[config.mk]
export PLATFORM = sky130hd
export DESIGN_NAME = bus_cycle_controller
export DESIGN_NICKNAME = d
export VERILOG_FILES = /design/src/rtl/mackerel_bus_pkg.sv /design/src/rtl/bus_watchdog.sv /design/src/rtl/bus_cycle_controller.sv
export SDC_FILE = /design/constraint.sdc
export NUM_CORES = 1
export LEC_CHECK = 0
export ABC_AREA = 1
export CAP_MARGIN = 20
export CELL_PAD_IN_SITES_DETAIL_PLACEMENT = 2
export CELL_PAD_IN_SITES_GLOBAL_PLACEMENT = 2
export CORE_MARGIN = 10
export CORE_UTILIZATION = 23
export CTS_CLUSTER_SIZE = 40
export DETAILED_ROUTE_END_ITERATION = 12
export HOLD_SLACK_MARGIN = 0.06
export PLACE_DENSITY = 0.77
export REMOVE_ABC_BUFFERS = 1
export SLEW_MARGIN = 5
export SYNTH_ARGS = -nofsm -noshare
export SYNTH_HDL_FRONTEND = slang
export SYNTH_SLANG_ARGS = --single-unit
[constraint.sdc]
create_clock -name CLK -period 1.6 [get_ports CLK]
set_input_delay 0.32 -clock CLK [delete_from_list [all_inputs] [get_ports CLK]]
set_output_delay 0.32 -clock CLK [all_outputs]
set_load 0.03 [all_outputs]
[src/rtl/mackerel_bus_pkg.sv]
`default_nettype none
// ============================================================================
// Module   : mackerel_bus_pkg
// Brief    : Shared types, address map and decode helper for the mackerel-30
//            bus cycle controller.
// Revision : 1.0 - initial release
// ============================================================================
package mackerel_bus_pkg;

  // Target of the current bus cycle
  typedef enum logic [2:0] {
    REGION_DRAM = 3'd0,
    REGION_ROM  = 3'd1,
    REGION_IO   = 3'd2,
    REGION_AVEC = 3'd3,
    REGION_NONE = 3'd4
  } region_e;

  // Bus cycle sequencer states
  typedef enum logic [2:0] {
    ST_IDLE   = 3'd0,
    ST_DECODE = 3'd1,
    ST_WAIT   = 3'd2,
    ST_ACK    = 3'd3,
    ST_FAULT  = 3'd4,
    ST_TERM   = 3'd5
  } bus_state_e;

  // Address map: a region matches when (addr & mask) == base
  localparam logic [31:0] c_dram_base = 32'h0000_0000;
  localparam logic [31:0] c_dram_mask = 32'hF800_0000;
  localparam logic [31:0] c_rom_base  = 32'hE000_0000;
  localparam logic [31:0] c_rom_mask  = 32'hFFF0_0000;
  localparam logic [31:0] c_io_base   = 32'hF000_0000;
  localparam logic [31:0] c_io_mask   = 32'hFFF0_0000;
  localparam logic [31:0] c_boot_base = 32'h0000_0000;
  localparam logic [31:0] c_boot_mask = 32'hFFF0_0000;

  // CPU space function code and the interrupt-acknowledge type field
  localparam logic [2:0] c_fc_cpu_space = 3'b111;
  localparam logic [3:0] c_iack_type    = 4'hF;

  // CPU space is checked first so an IACK is never mistaken for a boot fetch;
  // the boot window shadows the bottom of DRAM while the overlay is active.
  function automatic region_e decode_region(
    input logic [31:0] addr,
    input logic [2:0]  fc,
    input logic        boot_active
  );
    region_e region;
    region = REGION_NONE;
    if (fc == c_fc_cpu_space) begin
      if (addr[19:16] == c_iack_type) begin
        region = REGION_AVEC;
      end
    end else if (boot_active && ((addr & c_boot_mask) == c_boot_base)) begin
      region = REGION_ROM;
    end else if ((addr & c_dram_mask) == c_dram_base) begin
      region = REGION_DRAM;
    end else if ((addr & c_rom_mask) == c_rom_base) begin
      region = REGION_ROM;
    end else if ((addr & c_io_mask) == c_io_base) begin
      region = REGION_IO;
    end
    return region;
  endfunction

endpackage
`default_nettype wire

[src/rtl/bus_watchdog.sv]
`default_nettype none
// ============================================================================
// Module   : bus_watchdog
// Brief    : Saturating bus-cycle timeout counter. 'expired' flags the cycle in
//            which the count reaches TIMEOUT_CYCLES (and stays set after).
// Revision : 1.0 - initial release
// ============================================================================
module bus_watchdog #(
  parameter int TIMEOUT_CYCLES = 1024
) (
  input  logic clk,
  input  logic rst_n,
  input  logic clear,
  input  logic enable,
  output logic expired
);

  localparam int CNT_W = $clog2(TIMEOUT_CYCLES + 1);
  localparam logic [CNT_W-1:0] c_limit = CNT_W'(TIMEOUT_CYCLES);

  logic [CNT_W-1:0] count_q;
  logic [CNT_W-1:0] count_d;

  // Next count: clear wins, otherwise count up and stick at the limit
  always_comb begin
    count_d = count_q;
    if (clear) begin
      count_d = '0;
    end else if (enable && (count_q != c_limit)) begin
      count_d = count_q + 1'b1;
    end
  end

  // Flag on the next count so the consumer acts on the edge the limit is hit
  assign expired = (count_d == c_limit);

  // Count register
  always_ff @(posedge clk) begin
    if (!rst_n) begin
      count_q <= '0;
    end else begin
      count_q <= count_d;
    end
  end

endmodule
`default_nettype wire

[src/rtl/bus_cycle_controller.sv]
`default_nettype none
// ============================================================================
// Module   : bus_cycle_controller
// Brief    : MC68030 bus cycle decoder for mackerel-30: chip selects, DSACK /
//            AVEC / BERR termination and the post-reset ROM boot overlay.
// Revision : 1.0 - initial release
// ============================================================================
module bus_cycle_controller
  import mackerel_bus_pkg::*;
#(
  parameter int ROM_WAIT       = 4,
  parameter int IO_WAIT        = 8,
  parameter int TIMEOUT_CYCLES = 1024,
  parameter int BOOT_CYCLES    = 8
) (
  input  logic        CLK,
  input  logic        RST_n,
  input  logic [31:0] ADDR,
  input  logic [2:0]  FC,
  input  logic        RW,
  input  logic        AS_n,
  input  logic        DSACK0_DRAM_n,
  input  logic        DSACK1_DRAM_n,
  output logic        CS_DRAM_n,
  output logic        CS_ROM_n,
  output logic        CS_IO_n,
  output logic        DSACK0_n,
  output logic        DSACK1_n,
  output logic        BERR_n,
  output logic        AVEC_n
);

  localparam int WAIT_MAX = (ROM_WAIT > IO_WAIT) ? ROM_WAIT : IO_WAIT;
  localparam int WAIT_W   = $clog2(WAIT_MAX + 1);

  localparam logic [WAIT_W-1:0] c_wait_max  = WAIT_W'(WAIT_MAX);
  localparam logic [WAIT_W-1:0] c_rom_cnt   = WAIT_W'(ROM_WAIT);
  localparam logic [WAIT_W-1:0] c_io_cnt    = WAIT_W'(IO_WAIT);
  localparam logic [WAIT_W-1:0] c_avec_cnt  = WAIT_W'(1);
  localparam logic [3:0]        c_boot_lim  = 4'(BOOT_CYCLES);

  // Registers
  logic        as_meta_q, as_meta_d;
  logic        as_s_q, as_s_d;
  bus_state_e  state_q, state_d;
  region_e     region_q, region_d;
  logic [WAIT_W-1:0] wait_cnt_q, wait_cnt_d;
  logic [3:0]  boot_cnt_q, boot_cnt_d;
  logic        cs_dram_n_q, cs_dram_n_d;
  logic        cs_rom_n_q, cs_rom_n_d;
  logic        cs_io_n_q, cs_io_n_d;
  logic        ack0_n_q, ack0_n_d;
  logic        ack1_n_q, ack1_n_d;
  logic        avec_n_q, avec_n_d;
  logic        berr_n_q, berr_n_d;

  // Combinational helpers
  region_e     w_region;
  logic        w_boot_active;
  logic        w_dram_ack;
  logic        w_wd_clear;
  logic        w_wd_enable;
  logic        w_wd_expired;
  logic        w_unused;

  // Direction does not affect selection or termination
  assign w_unused = RW;

  assign w_boot_active = (boot_cnt_q < c_boot_lim);
  assign w_region      = decode_region(ADDR, FC, w_boot_active);
  assign w_dram_ack    = (region_q == REGION_DRAM) && (!DSACK0_DRAM_n || !DSACK1_DRAM_n);
  assign w_wd_clear    = (state_q == ST_DECODE);
  assign w_wd_enable   = (state_q == ST_WAIT);

  bus_watchdog #(
    .TIMEOUT_CYCLES (TIMEOUT_CYCLES)
  ) u_watchdog (
    .clk     (CLK),
    .rst_n   (RST_n),
    .clear   (w_wd_clear),
    .enable  (w_wd_enable),
    .expired (w_wd_expired)
  );

  // Two-flop synchronizer for the asynchronous address strobe
  always_comb begin
    as_meta_d = AS_n;
    as_s_d    = as_meta_q;
  end

  // State, counters and registered outputs
  always_ff @(posedge CLK) begin
    if (!RST_n) begin
      as_meta_q   <= 1'b1;
      as_s_q      <= 1'b1;
      state_q     <= ST_IDLE;
      region_q    <= REGION_NONE;
      wait_cnt_q  <= '0;
      boot_cnt_q  <= '0;
      cs_dram_n_q <= 1'b1;
      cs_rom_n_q  <= 1'b1;
      cs_io_n_q   <= 1'b1;
      ack0_n_q    <= 1'b1;
      ack1_n_q    <= 1'b1;
      avec_n_q    <= 1'b1;
      berr_n_q    <= 1'b1;
    end else begin
      as_meta_q   <= as_meta_d;
      as_s_q      <= as_s_d;
      state_q     <= state_d;
      region_q    <= region_d;
      wait_cnt_q  <= wait_cnt_d;
      boot_cnt_q  <= boot_cnt_d;
      cs_dram_n_q <= cs_dram_n_d;
      cs_rom_n_q  <= cs_rom_n_d;
      cs_io_n_q   <= cs_io_n_d;
      ack0_n_q    <= ack0_n_d;
      ack1_n_q    <= ack1_n_d;
      avec_n_q    <= avec_n_d;
      berr_n_q    <= berr_n_d;
    end
  end

  // Next state, region latch, wait counter and boot counter
  always_comb begin
    state_d    = state_q;
    region_d   = region_q;
    wait_cnt_d = wait_cnt_q;
    boot_cnt_d = boot_cnt_q;
    case (state_q)
      ST_IDLE: begin
        if (!as_s_q) begin
          state_d = ST_DECODE;
        end
      end
      ST_DECODE: begin
        region_d   = w_region;
        wait_cnt_d = '0;
        state_d    = (w_region == REGION_NONE) ? ST_FAULT : ST_WAIT;
      end
      ST_WAIT: begin
        if (wait_cnt_q != c_wait_max) begin
          wait_cnt_d = wait_cnt_q + 1'b1;
        end
        // A strobe release before any acknowledge is an abort, not an error
        if (as_s_q) begin
          state_d = ST_TERM;
        end else begin
          case (region_q)
            REGION_ROM:  if (wait_cnt_q == c_rom_cnt)  state_d = ST_ACK;
            REGION_IO:   if (wait_cnt_q == c_io_cnt)   state_d = ST_ACK;
            REGION_AVEC: if (wait_cnt_q == c_avec_cnt) state_d = ST_ACK;
            default:     state_d = ST_WAIT;
          endcase
          // A DRAM acknowledge landing with the timeout still terminates cleanly
          if ((state_d == ST_WAIT) && w_wd_expired && !w_dram_ack) begin
            state_d = ST_FAULT;
          end
        end
      end
      ST_ACK, ST_FAULT: begin
        if (as_s_q) begin
          state_d = ST_TERM;
        end
      end
      ST_TERM: begin
        state_d = ST_IDLE;
        if (boot_cnt_q != c_boot_lim) begin
          boot_cnt_d = boot_cnt_q + 1'b1;
        end
      end
      default: begin
        state_d = ST_IDLE;
      end
    endcase
  end

  // Output registers: set on state transitions, held otherwise, cleared leaving TERM
  always_comb begin
    cs_dram_n_d = cs_dram_n_q;
    cs_rom_n_d  = cs_rom_n_q;
    cs_io_n_d   = cs_io_n_q;
    ack0_n_d    = ack0_n_q;
    ack1_n_d    = ack1_n_q;
    avec_n_d    = avec_n_q;
    berr_n_d    = berr_n_q;
    if (state_q == ST_TERM) begin
      cs_dram_n_d = 1'b1;
      cs_rom_n_d  = 1'b1;
      cs_io_n_d   = 1'b1;
      ack0_n_d    = 1'b1;
      ack1_n_d    = 1'b1;
      avec_n_d    = 1'b1;
      berr_n_d    = 1'b1;
    end else if (state_q == ST_DECODE) begin
      cs_dram_n_d = (region_d != REGION_DRAM);
      cs_rom_n_d  = (region_d != REGION_ROM);
      cs_io_n_d   = (region_d != REGION_IO);
      berr_n_d    = (state_d != ST_FAULT);
    end else if (state_q == ST_WAIT) begin
      if (state_d == ST_ACK) begin
        ack0_n_d = (region_q != REGION_IO);
        ack1_n_d = (region_q != REGION_ROM);
        avec_n_d = (region_q != REGION_AVEC);
      end
      if (state_d == ST_FAULT) begin
        berr_n_d = 1'b0;
      end
    end
  end

  // DRAM acknowledges pass straight through while DRAM is selected
  assign DSACK0_n  = ack0_n_q & (DSACK0_DRAM_n | cs_dram_n_q);
  assign DSACK1_n  = ack1_n_q & (DSACK1_DRAM_n | cs_dram_n_q);
  assign CS_DRAM_n = cs_dram_n_q;
  assign CS_ROM_n  = cs_rom_n_q;
  assign CS_IO_n   = cs_io_n_q;
  assign BERR_n    = berr_n_q;
  assign AVEC_n    = avec_n_q;

endmodule
`default_nettype wire

; Word level (Yosys, flattened, before mapping)
; Cells that the tools add are included.
[op_classes]
add_sub_neg = 3
magnitude_cmp = 1
eq_ne = 30
muxes = 26
bitwise_logic = 6
n_reduce_logical = 22
[op_table]
columns = op, n
row1 = $logic_not 32->1, 2
row2 = $mux 3, 17
row3 = $eq 12x12->1 const B, 2
row4 = $mux 11, 2
row5 = $eq 3x2->1 const B, 6
row6 = $eq 3x3->1 const B, 5
row7 = $pmux 3 s4, 1
row8 = $add 11x1->11 const B, 1
row9 = $eq 11x11->1 const B, 1
row10 = $ne 11x11->1 const B, 1
row11 = $ne 3x2->1 const B, 3
row12 = $pmux 3 s3, 1
row13 = $add 4x1->4 const B, 2
row14 = $eq 4x4->1 const B, 2
row15 = $ne 4x4->1 const B, 2
row16 = $pmux 4 s2, 1
row17 = $eq 3x1->1 const B, 2
row18 = $logic_not 3->1, 2
row19 = $ne 3x1->1 const B, 2
row20 = $reduce_and 2->1, 3
row21 = $logic_and 1x1->1, 5
row22 = $eq 4x1->1 const B, 1
row23 = $eq 4x3->1 const B, 1
row24 = $lt 4x4->1 const B, 1
row25 = 13 further kinds, 22
[totals]
ff_bits = 34
in_bits = 41
output_inout_bits = 7
wordCells = 102

; Logic depth before layout (Yosys ltp)
; Gate-level depths: netlist of the first run.
[depth]
ltp_word = 15
ltp_mapped = 17
ltp_nobuf = 17

; By module
; A second synthesis of the first run with hierarchy kept.
[unflattened]
hier_cells = 322
hier_area_um2 = 2112.0
[modules_own_cells]
columns = module, instances, cells_each, area_per_inst_um2, seq_area_each_um2
row1 = bus_cycle_controller, 1, 212, 1405.1, 460.4
row2 = bus_watchdog, 1, 110, 706.9, 220.2

; Worst setup path before layout of the first run
; OpenSTA, ideal clock, no wires.
[synth_path]
kind = flip-flop to flip-flop
startpoint = register u_watchdog.count_q[0]
endpoint = register berr_n_q, in the netlist BERR_n
setup_time_ns = 0.114
arrival_ns = 1.634
setup_slack_ns = -0.148
stages_incl_launch_ff = 17
n_path_buf = 0
synth_period_minus_slack_ns = 1.748
path_cell_list = dfxtp_1 > inv_1 > ha_1 > inv_1 > nor2_1 > nand3_1 > nor2_1 > nor2_1 > nand2_1 > nand3_1 > nand3_1 > nor2_1 > nand2_2 > nand2_1 > nand4_1 > nand2_1 > nand2_1
[synth_between]
elab_chain_cells = 13
[synth_lines]
columns = element, line
row1 = from (decl), bus_watchdog.sv:21  ; logic [CNT_W-1:0] count_q;
row2 = from (signal assigned), bus_watchdog.sv:42  ; count_q <= count_d;
row3 = branches (longest 2 deep; another with $add 11x1->11), n/a
row4 = $mux 11 (*), bus_watchdog.sv:29  ; end else if (enable && (count_q != c_limit)) begin
row5 = $mux 11 (*), bus_watchdog.sv:27  ; if (clear) begin
row6 = $eq 11x11->1 (*), bus_watchdog.sv:35  ; assign expired = (count_d == c_limit);
row7 = $logic_and 1x1->1 (*) (2 in series), bus_cycle_controller.sv:156  ; if ((state_d == ST_WAIT) && w_wd_expired && !w_dram_ack) begin
row8 = $mux 3 (*), bus_cycle_controller.sv:156
row9 = $mux 3 (*), bus_cycle_controller.sv:146  ; if (as_s_q) begin
row10 = $pmux 3 s4 (*), bus_cycle_controller.sv:130  ; case (state_q)
row11 = $eq 3x3->1, bus_cycle_controller.sv:206  ; if (state_d == ST_FAULT) begin
row12 = $reduce_bool 2->1 (no line), n/a
row13 = $reduce_and 2->1 (no line), n/a
row14 = to (signal assigned), bus_cycle_controller.sv:120  ; berr_n_q <= berr_n_d;
row15 = to (decl), bus_cycle_controller.sv:55  ; logic berr_n_q, berr_n_d;
; Mark *: on every way between the ends.
; A chain may end at the register's enable or synchronous reset.

; Final worst setup path of the first run
; Same ends and word-level chain as after synthesis.

==> out/summary.log, run 1 <==
qor: power_and_ir_drop.leakage 1.709 nW
qor: routing.route.antenna.remaining_nets 0
qor: timing.post_route_worst_setup_slack -675.0 ps
qor: global_routing.initial_antenna_violation_count 0
qor: power_and_ir_drop.power.ir.vdd_worst 0.4058 mV
qor: power_and_ir_drop.power_density 520.4 nW/um^2
qor: timing.max_slew_margin 62.34%
qor: synthesis.postSynth.asyncResetShare 0%
qor: cts.cts.sinks 34
qor: routing.via_count 2941
qor: global_routing.globalRoute.totalOverflow 0
qor: outcome.violations_in_the_final_reports setup timing
qor: synthesis.synth_top_flop_cell dfxtp_1
qor: synthesis.yosys_register_bits 34
qor: placed_design.place_congestion 0.7905
qor: routing.via_per_inst 5.178
qor: cts.cts_buffers 5
qor: synthesis.yosysUniqueCellTypes 27
qor: worst_setup_path.timing.setup.critical_path_class reg -> reg
qor: cts.worst_skew_pair.late_latency 310 ps
qor: timing.whs 429.4 ps
qor: outcome.outcome complete, but fails checks
qor: global_routing.grt_pass1_wl 17910 um
qor: floorplanning.die_height 115.3 um
qor: global_routing.vias_in_the_first_global_route 3194
qor: finish.final_net_count 508
qor: job.drv_cap 0
qor: timing.max_clock_freq 439.6 MHz
qor: placed_design.place.detailed.hpwl 7461 um
qor: timing.timing_max_transition_violations_final 0
qor: finish.layout.cells.most_common buf_4
qor: global_routing.grt_start_max_net_pins 14
qor: timing.setup_viol 23
qor: cts.worst_setup_hold_path_clk_slew 70 ps
qor: floorplanning.floorplan.initialDensity 23.74%
qor: cts.clk_path_buf_depth 2
qor: cts.ctsRootBufferMaster clkbuf_8
qor: placed_design.numPortBuffers 30
qor: finish.final_cell_count_no_fill 568
qor: routing.remaining_drc_errors 0
qor: synthesis.synth_edf_count 0
qor: floorplanning.top_level_port_count 48
qor: cts.cts_tree yes
qor: finish.layout-area-overhead-vs-synth 83.18%
qor: global_routing.grt.total_usage 17.18%
qor: floorplanning.die_area 13300 sq um
qor: power_and_ir_drop.tot_pwr 1.993 mW
qor: timing.grt_setup_unrepaired true
qor: synthesis.seq_area_frac_synth 32.56%
qor: worst_setup_path.cp-start-kind flip-flop
qor: worst_setup_path.cp_max_fo 6
qor: finish.antennaDiodeCount 0
qor: timing.tightest_slew 562.8 ps
qor: finish.most-common-layout-cells buf_4 (81), nand2_1 (68), nor2_1 (39)
qor: synthesis.synthesis.instances 332
qor: timing.report.final.hold_viol_count 0
qor: floorplanning.dieWidth 115.3 um
qor: worst_setup_path.cp_data_required_time 1780 ps
qor: cts.ctsHtreeMaxLevel 2
qor: synthesis.ys.warnings.count 0
qor: routing.final_routed_wirelength 14230 um
qor: synthesis.post_synth.cell_area_avg 6.297 sq um
qor: synthesis.synth_area 2091 sq um
qor: timing.min_period 2275 ps
qor: routing.wire_per_inst 25.06 um
qor: floorplanning.row_count 34
qor: worst_setup_path.cp-end-kind flip-flop
qor: finish.share_of_cells_above_drive_strength_1 42.61%
qor: floorplanning.core_area 8806 sq um
qor: routing.initialDrtViolationCount 189
qor: finish.nFillCells 964
qor: placed_design.dpl.cell_count 541
qor: min_path.min-delay-path-class reg -> reg
qor: routing.drt_pass1_iterations 4
qor: timing.fin_crit_sh 142.2%
qor: timing.clock_skew 19.97 ps
qor: worst_setup_path.worst_ep_arrival_time 2460 ps
==> final timing paths <==
check                                           start      to  slack, ps  depth (start not counted)
worst min-delay path                        as_meta_q  as_s_q        430                          1
worst max register to register  u_watchdog.count_q[0]  BERR_n       -680                         16
worst min register to register              as_meta_q  as_s_q        430                          1
worst max-delay path            u_watchdog.count_q[0]  BERR_n       -680                         16
==> state kept, by name, indices dropped and copies added, names as in the netlist <==
name and cells:
u_watchdog.count_q 11, boot_cnt_q 4, wait_cnt_q 4, region_q 3, state_q 3, AVEC_n 1
BERR_n 1, CS_DRAM_n 1, CS_IO_n 1, CS_ROM_n 1, ack0_n_q 1, ack1_n_q 1
as_meta_q 1, as_s_q 1
==> routing by layer <==
layer	track usage, %	routed length [um]	vias up
met4	2.280	444	0
met5	0	0	-
met2	32.19	7316	67
met1	20.75	6085	1504
met3	2.188	387	34
li1	-	-	1336
==> stage by stage <==
stage               setup slack, ps  cell area (sq um)  utilization [%]  setup TNS [ps]
floorplan                    -149.9               2069                -          -599.9
global placement             -512.6               3068            34.84           -4262
detailed placement           -717.1               3068            34.84           -7240
CTS                          -421.1               3364            38.21           -2374
global route                 -777.5               3830            43.49           -7824
finish                       -675.0               3830            43.49           -5754
==> cell usage after synthesis (3+ instances only) <==
| cell | count | area, sq um |
|---|---|---|
| o21ai_0 | 13 | 65.06 |
| inv_2 | 3 | 11.26 |
| nor2_1 | 53 | 198.9 |
| nand2_1 | 84 | 315.3 |
| inv_1 | 41 | 153.9 |
| nand3_1 | 40 | 200.2 |
| dfxtp_1 | 34 | 680.7 |
| o2111ai_1 | 3 | 26.28 |
| a21oi_1 | 15 | 75.07 |
| nand4_1 | 8 | 50.05 |
| ha_1 | 7 | 87.58 |
| or2_2 | 4 | 25.02 |
| nor3_1 | 10 | 50.05 |
==> power by group <==
group          internal, mW  leakage (nW)  total, mW  switching [mW]
sequential            0.862         0.279      0.878          0.0166
combinational         0.201          1.39      0.445           0.244
clock                 0.301        0.0383      0.669           0.368
==> worst max-delay path, cell delays in order, from the launching register on <==
cell and delay [ps]:
dfxtp_2 350, inv_2 80, ha_4 160, inv_4 40, nor2_4 140, nand3_4 120, nor2_4 160, nor2_4 80
buf_6 130, nand2_4 70, nand3_4 80, nor3_4 260, nand2_4 130, nand2_4 80, nand4_1 100, nand2_1 120
nand2_1 60
==> cells by family after synthesis <==
kind of cell	after synthesis	synth area share, %
buffers and inverters	47	8.917
AO/OA/AOI/OAI	38	10.59
adder cells (fa/ha/maj)	7	4.189
flip-flops	34	32.56
XOR/XNOR	1	0.4190
AND/OR/NAND/NOR	205	43.33
==> area by class of cell <==
type / instances / area [sq um] / share of cell area, %
multi-input combinational: 251 / 1673 / 43.68
timing repair buffer: 124 / 1082 / 28.26
inverter: 44 / 171.4 / 4.476
tap: 108 / 135.1 / 3.528
sequential: 34 / 691.9 / 18.07
clock buffer: 7 / 76.32 / 1.993
==> repair_timing <==
action                                  CTS  global route
hold buffers                              0             0
endpoints found under the setup margin   27            28
setup buffers                             8            13
resized for setup                        65            90
cloned                                    0             1
pin swaps                                30            24
Note: power is estimated with default switching activity, not from simulation.
==> run 2: changes to the inputs <==
--- a/config.mk
+++ b/config.mk
@@ -11,6 +11,7 @@
 export CELL_PAD_IN_SITES_GLOBAL_PLACEMENT = 2
 export CORE_MARGIN = 10
 export CORE_UTILIZATION = 23
+export CTS_CLUSTER_DIAMETER = 100
 export CTS_CLUSTER_SIZE = 40
 export DETAILED_ROUTE_END_ITERATION = 12
 export HOLD_SLACK_MARGIN = 0.06
==> results of run 2 <==
Same layout as run 1: the final DEF is identical, and so are final timing and power.
